**src/rtl/alu_pkg.sv**
```systemverilog
// Shared opcode/frame types, error bit positions, frame length and CRC helpers
// for the single-wire ALU responder.
package alu_pkg;

    typedef enum logic [2:0] {
        OP_AND = 3'b000,
        OP_OR  = 3'b001,
        OP_ADD = 3'b100,
        OP_SUB = 3'b101
    } alu_op_e;

    typedef enum logic {
        FT_DATA = 1'b0,
        FT_CTL  = 1'b1
    } frame_type_e;

    localparam int ERR_OP    = 0;
    localparam int ERR_CRC   = 1;
    localparam int ERR_DATA  = 2;
    localparam int NUM_ERR   = 3;
    localparam int FRAME_LEN = 11;

    // MSB-first LFSR, x^4+x+1, init 0.
    function automatic logic [3:0] crc4(input logic [67:0] d);
        logic [3:0] c;
        logic       fb;
        c = '0;
        for (int i = 67; i >= 0; i--) begin
            fb = c[3] ^ d[i];
            c  = {c[2:0], 1'b0} ^ ({4{fb}} & 4'b0011);
        end
        return c;
    endfunction

    // MSB-first LFSR, x^3+x+1, init 0.
    function automatic logic [2:0] crc3(input logic [36:0] d);
        logic [2:0] c;
        logic       fb;
        c = '0;
        for (int i = 36; i >= 0; i--) begin
            fb = c[2] ^ d[i];
            c  = {c[1:0], 1'b0} ^ ({3{fb}} & 3'b011);
        end
        return c;
    endfunction

endpackage

```
**src/rtl/alu_ser_frame_rx.sv**
```systemverilog
// Frame deserialiser: detects a start bit while idle, shifts in type, byte and
// stop, then pulses done_o for one cycle with the captured fields.
module alu_ser_frame_rx
    import alu_pkg::*;
(
    input  logic       clk,
    input  logic       rst,
    input  logic       en_i,
    input  logic       sin_i,
    output logic       start_o,
    output logic       done_o,
    output logic       type_o,
    output logic [7:0] byte_o,
    output logic       stop_ok_o
);

    logic       act_q;
    logic [3:0] cnt_q;
    logic [9:0] sh_q;
    logic       done_q;

    assign start_o   = en_i & ~act_q & ~sin_i;
    assign done_o    = done_q;
    assign type_o    = sh_q[9];
    assign byte_o    = sh_q[8:1];
    assign stop_ok_o = sh_q[0];

    always_ff @(posedge clk or posedge rst) begin
        if (rst) begin
            act_q  <= 1'b0;
            cnt_q  <= '0;
            sh_q   <= '0;
            done_q <= 1'b0;
        end else begin
            done_q <= 1'b0;
            if (!en_i) begin
                act_q <= 1'b0;
                cnt_q <= '0;
            end else if (act_q) begin
                sh_q <= {sh_q[8:0], sin_i};
                // cnt_q counts the bits after the start bit; the last one is the stop bit
                if (cnt_q == 4'(FRAME_LEN - 2)) begin
                    act_q  <= 1'b0;
                    cnt_q  <= '0;
                    done_q <= 1'b1;
                end else begin
                    cnt_q <= cnt_q + 4'd1;
                end
            end else if (!sin_i) begin
                act_q <= 1'b1;
                cnt_q <= '0;
            end
        end
    end

endmodule

```
**src/rtl/alu_ser_responder.sv**
```systemverilog
// Responder end of the single-wire ALU protocol: collects a request packet,
// validates it, hands it to the core and serialises the data or error response.
module alu_ser_responder
    import alu_pkg::*;
#(
    parameter int RSP_GAP = 0
) (
    input  logic        clk,
    input  logic        rst,
    input  logic        sin,
    output logic        sout,
    output logic        req_valid,
    input  logic        req_ready,
    output logic [31:0] req_a,
    output logic [31:0] req_b,
    output logic [2:0]  req_op,
    input  logic        rsp_valid,
    input  logic [31:0] rsp_c,
    input  logic [3:0]  rsp_flags,
    output logic        busy
);

    localparam int NUM_DATA = 8;
    localparam int GW       = (RSP_GAP > 0) ? $clog2(RSP_GAP + 1) : 1;

    typedef enum logic [2:0] {
        S_IDLE, S_COLLECT, S_DISCARD, S_CHECK, S_REQ, S_WAIT_RSP, S_TX
    } state_e;

    state_e state_q, state_d;

    logic        rx_en, rx_start, rx_done, rx_type, rx_stop_ok;
    logic [7:0]  rx_byte;

    logic [63:0]        ba_q;
    logic [3:0]         cnt_q;
    logic [6:0]         ctl_q;
    logic [NUM_ERR-1:0] err_q;
    logic [31:0]        c_q;
    logic [3:0]         flags_q;
    logic               sout_q;
    logic [3:0]         tx_bit_q;
    logic [2:0]         tx_frm_q;
    logic [GW-1:0]      tx_gap_q;
    logic               tx_fin_q;

    logic        full, is_ctl, col_err, col_data, col_ctl;
    logic [2:0]  op;
    logic        crc_ok, op_ok;
    logic        tx_err;
    logic [5:0]  err_ef;
    logic        tx_type;
    logic [7:0]  tx_byte;
    logic [10:0] tx_frame;
    logic [3:0]  tx_bit_idx;
    logic [2:0]  tx_last;

    assign rx_en = (state_q == S_IDLE) || (state_q == S_COLLECT) || (state_q == S_DISCARD);

    alu_ser_frame_rx u_rx (
        .clk       (clk),
        .rst       (rst),
        .en_i      (rx_en),
        .sin_i     (sin),
        .start_o   (rx_start),
        .done_o    (rx_done),
        .type_o    (rx_type),
        .byte_o    (rx_byte),
        .stop_ok_o (rx_stop_ok)
    );

    assign full     = (cnt_q == 4'(NUM_DATA));
    assign is_ctl   = (rx_type == FT_CTL);
    assign col_data = rx_done & rx_stop_ok & ~is_ctl & ~full;
    assign col_ctl  = rx_done & rx_stop_ok & is_ctl & full;
    assign col_err  = rx_done & (~rx_stop_ok | (is_ctl & ~full) | (~is_ctl & full));

    assign op     = ctl_q[6:4];
    assign crc_ok = (crc4({ba_q, 1'b1, op}) == ctl_q[3:0]);
    assign op_ok  = (op == OP_AND) || (op == OP_OR) || (op == OP_ADD) || (op == OP_SUB);

    assign req_valid = (state_q == S_REQ);
    assign req_b     = ba_q[63:32];
    assign req_a     = ba_q[31:0];
    assign req_op    = op;
    assign busy      = (state_q != S_IDLE);
    assign sout      = sout_q;

    // Error frame duplicates the flag triple; parity includes the leading 1.
    assign tx_err  = |err_q;
    assign err_ef  = {err_q[ERR_DATA], err_q[ERR_CRC], err_q[ERR_OP],
                      err_q[ERR_DATA], err_q[ERR_CRC], err_q[ERR_OP]};
    assign tx_last = tx_err ? 3'd0 : 3'd4;

    always_comb begin
        tx_type = FT_DATA;
        tx_byte = 8'h00;
        if (tx_err) begin
            tx_type = FT_CTL;
            tx_byte = {1'b1, err_ef, ^{1'b1, err_ef}};
        end else begin
            unique case (tx_frm_q)
                3'd0:    tx_byte = c_q[31:24];
                3'd1:    tx_byte = c_q[23:16];
                3'd2:    tx_byte = c_q[15:8];
                3'd3:    tx_byte = c_q[7:0];
                default: begin
                    tx_type = FT_CTL;
                    tx_byte = {1'b0, flags_q, crc3({c_q, 1'b0, flags_q})};
                end
            endcase
        end
    end

    assign tx_frame   = {1'b0, tx_type, tx_byte, 1'b1};
    assign tx_bit_idx = 4'(FRAME_LEN - 1) - tx_bit_q;

    always_comb begin
        state_d = state_q;
        unique case (state_q)
            S_IDLE:     if (rx_start) state_d = S_COLLECT;
            S_COLLECT: begin
                if (col_err)      state_d = S_DISCARD;
                else if (col_ctl) state_d = S_CHECK;
            end
            S_DISCARD:  if (rx_done && is_ctl) state_d = S_TX;
            S_CHECK:    state_d = (crc_ok && op_ok) ? S_REQ : S_TX;
            S_REQ:      if (req_ready) state_d = S_WAIT_RSP;
            S_WAIT_RSP: if (rsp_valid) state_d = S_TX;
            S_TX:       if (tx_fin_q) state_d = S_IDLE;
            default:    state_d = S_IDLE;
        endcase
    end

    always_ff @(posedge clk or posedge rst) begin
        if (rst) state_q <= S_IDLE;
        else     state_q <= state_d;
    end

    always_ff @(posedge clk or posedge rst) begin
        if (rst) begin
            ba_q     <= '0;
            cnt_q    <= '0;
            ctl_q    <= '0;
            err_q    <= '0;
            c_q      <= '0;
            flags_q  <= '0;
            sout_q   <= 1'b1;
            tx_bit_q <= '0;
            tx_frm_q <= '0;
            tx_gap_q <= '0;
            tx_fin_q <= 1'b0;
        end else begin
            if (state_q != S_TX) begin
                sout_q   <= 1'b1;
                tx_bit_q <= '0;
                tx_frm_q <= '0;
                tx_gap_q <= '0;
                tx_fin_q <= 1'b0;
            end
            unique case (state_q)
                S_IDLE: if (rx_start) begin
                    err_q <= '0;
                    cnt_q <= '0;
                end
                S_COLLECT: begin
                    if (col_data) begin
                        ba_q  <= {ba_q[55:0], rx_byte};
                        cnt_q <= cnt_q + 4'd1;
                    end
                    if (col_ctl) ctl_q <= rx_byte[6:0];
                    if (col_err) err_q[ERR_DATA] <= 1'b1;
                end
                S_CHECK: begin
                    if (!crc_ok)     err_q[ERR_CRC] <= 1'b1;
                    else if (!op_ok) err_q[ERR_OP]  <= 1'b1;
                end
                S_WAIT_RSP: if (rsp_valid) begin
                    c_q     <= rsp_c;
                    flags_q <= rsp_flags;
                end
                S_TX: if (!tx_fin_q) begin
                    if (tx_gap_q != '0) begin
                        sout_q   <= 1'b1;
                        tx_gap_q <= tx_gap_q - GW'(1);
                    end else begin
                        sout_q <= tx_frame[tx_bit_idx];
                        if (tx_bit_q == 4'(FRAME_LEN - 1)) begin
                            tx_bit_q <= '0;
                            // tx_fin_q holds TX for the stop-bit cycle of the final frame
                            if (tx_frm_q == tx_last) begin
                                tx_fin_q <= 1'b1;
                            end else begin
                                tx_frm_q <= tx_frm_q + 3'd1;
                                tx_gap_q <= GW'(RSP_GAP);
                            end
                        end else begin
                            tx_bit_q <= tx_bit_q + 4'd1;
                        end
                    end
                end
                default: ;
            endcase
        end
    end

endmodule

```
**config.mk**
```make
export PLATFORM = sky130hd
export DESIGN_NAME = alu_ser_responder
export DESIGN_NICKNAME = d
export VERILOG_FILES = /design/src/rtl/alu_pkg.sv /design/src/rtl/alu_ser_frame_rx.sv /design/src/rtl/alu_ser_responder.sv
export SDC_FILE = /design/constraint.sdc
export NUM_CORES = 1
export LEC_CHECK = 0
export BUFFER_PORTS_ARGS = -buffer_cell sky130_fd_sc_hd__buf_2
export CAP_MARGIN = 25
export CELL_PAD_IN_SITES_DETAIL_PLACEMENT = 0
export CELL_PAD_IN_SITES_GLOBAL_PLACEMENT = 1
export CORE_MARGIN = 2
export CORE_UTILIZATION = 42
export CTS_CLUSTER_DIAMETER = 60
export DETAILED_ROUTE_END_ITERATION = 10
export PLACE_DENSITY = 0.76
export SYNTH_ARGS = -nofsm -noshare
export SYNTH_HDL_FRONTEND = slang
export SYNTH_SLANG_ARGS = --single-unit
```
**constraint.sdc**
```tcl
create_clock -name clk -period 4.2 [get_ports clk]
set_clock_uncertainty 0.1 [all_clocks]
set_input_delay 0.21 -clock clk [delete_from_list [all_inputs] [get_ports clk]]
set_output_delay 0.21 -clock clk [all_outputs]
set_load 0.005 [all_outputs]
```
==> flow_summary.json <==
{
  "max_cap_violations": 0,
  "syn-mean-instance-area_um2": 12.5,
  "yosys.area_share.simple": 0.0564,
  "worstSetupStartpointType": "flop",
  "cpMostUsedCell": "xnor3_2",
  "crit_start": "ba_q[63]",
  "finalSetupViolations": 0,
  "die_y_um": 142,
  "wl_per_cell_um": 17.5,
  "cts_sinks": 143,
  "io_pins": 111,
  "yosysWarnings": 0,
  "fin_crit_sh": 0.940,
  "h-tree-depth": 4,
  "p_int_w": 0.00357,
  "drt_iter0_drc": 305,
  "syn_area_um2": 8050,
  "cts_buffers": 17,
  "grt_pass1_vias": 5625,
  "rows": 50,
  "cellLeakagePower_nw": 4.82,
  "most-common-layout-cells": "dfrtp_1 (142), mux2_2 (117), buf_2 (110), xnor2_1 (93), dlygate4sd3_1 (38)",
  "n_antenna_cell": 0,
  "dieArea_um2": 20300,
  "maxSlewHeadroom": 0.448,
  "max_stage_delay_ns": 0.54,
  "p_seq_frac": 0.373,
  "pwr-share-comb": 0.343,
  "syn_to_final_growth_pct": 22.0,
  "routed_via_density": 5.20,
  "power_per_cell_area_nw_per_um2": 547,
  "vias": 5384,
  "status": "finished, final reports clean",
  "end_kind": "flop",
  "fmax_ghz": 0.253,
  "yosysSeqAreaShare": 0.445,
  "path_buf_inv": 0,
  "rr_endpoint": "err_q[0]",
  "die_w_um": 142,
  "hold_path.class": "input pin to flop",
  "path_class": "flop to flop",
  "stdcell_area_um2": 9820,
  "path_cells": "xnor3_2 > xnor2_2 > xnor3_2 > xor2_4 > xnor3_2 > xnor3_1 > xnor2_2 > xnor2_1 > mux2i_1 > nand2_1 > o31ai_2",
  "async_reset_ff_frac": 1.00,
  "clk_pin_slew_ns": 0.07,
  "cts_root_buf": "clkbuf_16",
  "synth-xor-area-share": 0.229,
  "routabilityCongestion": 0.854,
  "required_ns": 4.43,
  "p_clk_frac": 0.284,
  "slew_viol_final": 0,
  "design.core.area_um2": 18800,
  "antenna_found_initial": 0,
  "synthMuxAreaShare": 0.170,
  "final_common_cell": "dfrtp_1",
  "tightest_slew_ns": 0.828,
  "grt_pass1_wl_um": 29300,
  "antenna_left": 0,
  "cts_tree": "built",
  "rsz0062_at_grt": "no",
  "syn_inst": 646,
  "place.detailed.hpwl_um": 12800,
  "arrival_ns": 4.18,
  "crit_slowest_cell": "xnor3_2",
  "holdWs_ns": 0.0450,
  "syn_nets": 699,
  "drt_pass1_iterations": 4,
  "irDropWorstVdd_mv": 0.403,
  "finalCriticalPeriod_ns": 3.95,
  "path_max_fanout": 4,
  "synth_cell_types": 53,
  "hold_viol_final": 0,
  "crit_end": "err_q[0]",
  "path_delay_family": "XOR/XNOR gates",
  "grt_use_total": 0.185,
  "dpl_cell_area_um2": 8810,
  "overflow": 0,
  "cp_num_cells": 11,
  "swShare": 0.335,
  "numPortBuffers": 110,
  "r2r_slack_ns": 0.25,
  "clk_path_buf_depth": 2,
  "synth_fa_ha_area_frac": 0.0187,
  "start_util": 0.429,
  "ys_ff_latch": 143,
  "ff2ff_path_depth": 11,
  "grt_max_degree": 116,
  "clk_latency_ns": 0.43,
  "synth_edf_count": 0,
  "timing.rr.start": "ba_q[63]",
  "ys.flop_type": "dfrtp_1",
  "wirelength_um": 18100,
  "drive_gt1_frac": 0.344,
  "power_w": 0.00537,
  "drc": 0,
  "final_net_count": 842,
  "p_sw_w": 0.00180,
  "synth_compound_area_frac": 0.0599,
  "tns_ns": 0,
  "synth_top_family_by_area": "XOR/XNOR gates"
}
-- worst min-delay path, delay by kind of cell --
family	cells	cell delay (ns)
AO/OA/AOI/OAI	2	0.22
buffers and inverters	1	0.11
-- state kept, by name, summed over array words and instances (netlist names), 4 cells and up --
register and cells:
ba_q 64, c_q 32, cnt_q 4, ctl_q 7, flags_q 4, tx_bit_q 4, u_rx.cnt_q 4, u_rx.sh_q 10
-- cell families (layout without fill, tap and decap cells) --
logic type | count (synthesis) | after routing
xor gates and xnor gates | 159 | 159
DFF | 143 | 143
muxes | 122 | 122
and+or+nand+nor | 99 | 99
AOI/OAI and AO/OA | 68 | 68
buffers and inverters | 43 | 199
adders and majority gates | 12 | 12
-- Yosys cell counts, types with 2 or more instances --
| cell | n | area, um2 |
|---|---|---|
| a2111oi_0 | 2 | 17.5 |
| a211oi_1 | 5 | 37.5 |
| a21oi_1 | 12 | 60.1 |
| a221oi_1 | 5 | 43.8 |
| a222oi_1 | 8 | 80.1 |
| a22oi_1 | 2 | 15.0 |
| a31oi_1 | 6 | 37.5 |
| and3_1 | 2 | 12.5 |
| buf_1 | 3 | 11.3 |
| buf_4 | 3 | 22.5 |
| clkbuf_1 | 23 | 86.3 |
| dfrtp_1 | 142 | 3550 |
| ha_1 | 12 | 150 |
| inv_1 | 14 | 52.6 |
| mux2_2 | 117 | 1320 |
| mux2i_1 | 5 | 50.1 |
| nand2_1 | 34 | 128 |
| nand2b_1 | 4 | 25.0 |
| nand3_1 | 6 | 30.0 |
| nand3b_1 | 2 | 15.0 |
| nand4_1 | 2 | 12.5 |
| nor2_1 | 29 | 109 |
| nor3_1 | 7 | 35.0 |
| nor4_1 | 2 | 12.5 |
| o21ai_0 | 14 | 70.1 |
| o22a_1 | 2 | 17.5 |
| o22ai_1 | 2 | 12.5 |
| o31ai_1 | 2 | 15.0 |
| or3_1 | 3 | 18.8 |
| xnor2_1 | 93 | 815 |
| xnor2_2 | 3 | 48.8 |
| xnor3_1 | 25 | 563 |
| xnor3_2 | 3 | 71.3 |
| xor2_1 | 32 | 280 |
| xor3_1 | 2 | 47.6 |
-- repair_timing --
| item | 4_1_cts | 5_1_grt |
|---|---|---|
| setup endpoints to repair | 0 | 2 |
| buffers inserted | 0 | 0 |
| gates resized for setup | 0 | 1 |
| hold buffers | 38 | 0 |
| endpoints found under the hold margin | 115 | 0 |
-- metrics by stage --
step           worst slack (ns)   util  std cells
5_1_grt                 0.00734  0.523       1036
6_report                  0.253  0.523       1036
3_3_place_gp              0.391  0.469        965
2_1_floorplan            0.0537      -        646
4_1_cts                   0.151  0.521       1035
3_5_place_dp              0.216  0.469        965
-- area by class of cell --
class | instances | area, um2
fill | 1653 | 8950
clock inverter | 14 | 156
inverter | 14 | 57.6
timing repair buffer | 153 | 988
sequential | 143 | 3580
multi-input combinational | 460 | 4310
clock buffer | 18 | 439
tap | 234 | 293
-- worst min-delay path by stage --
stage,slack (ns),startpoint,to,cells after the start
6_report,0.04,req_ready,state_q[0],3
5_1_grt,0.07,req_ready,state_q[0],3
4_1_cts,0.03,req_ready,state_q[0],3
3_5_place_dp,0.35,rsp_c[28],c_q[28],2
3_3_place_gp,0.34,rsp_c[10],c_q[10],2
2_1_floorplan,0.26,rsp_c[24],c_q[24],1
-- power groups by stage --
| stage | Combinational [W] | Clock [W] | Sequential (W) |
|---|---|---|---|
| global placement | 0.00178 | 0 | 0.00201 |
| floorplan | 0.00161 | 0 | 0.00186 |
| global route | 0.00202 | 0.00161 | 0.00205 |
| CTS | 0.00186 | 0.00155 | 0.00200 |
| detailed placement | 0.00181 | 0 | 0.00202 |
| finish | 0.00184 | 0.00152 | 0.00200 |
-- per-layer routing --
layer,vias up,wire [um],GRT usage
met5,-,0,0
met4,0,221,0.0568
met3,18,632,0.0380
met2,96,8620,0.300
met1,2721,8610,0.251
li1,2549,-,-
No activity file was read; power rests on OpenSTA's default activity.
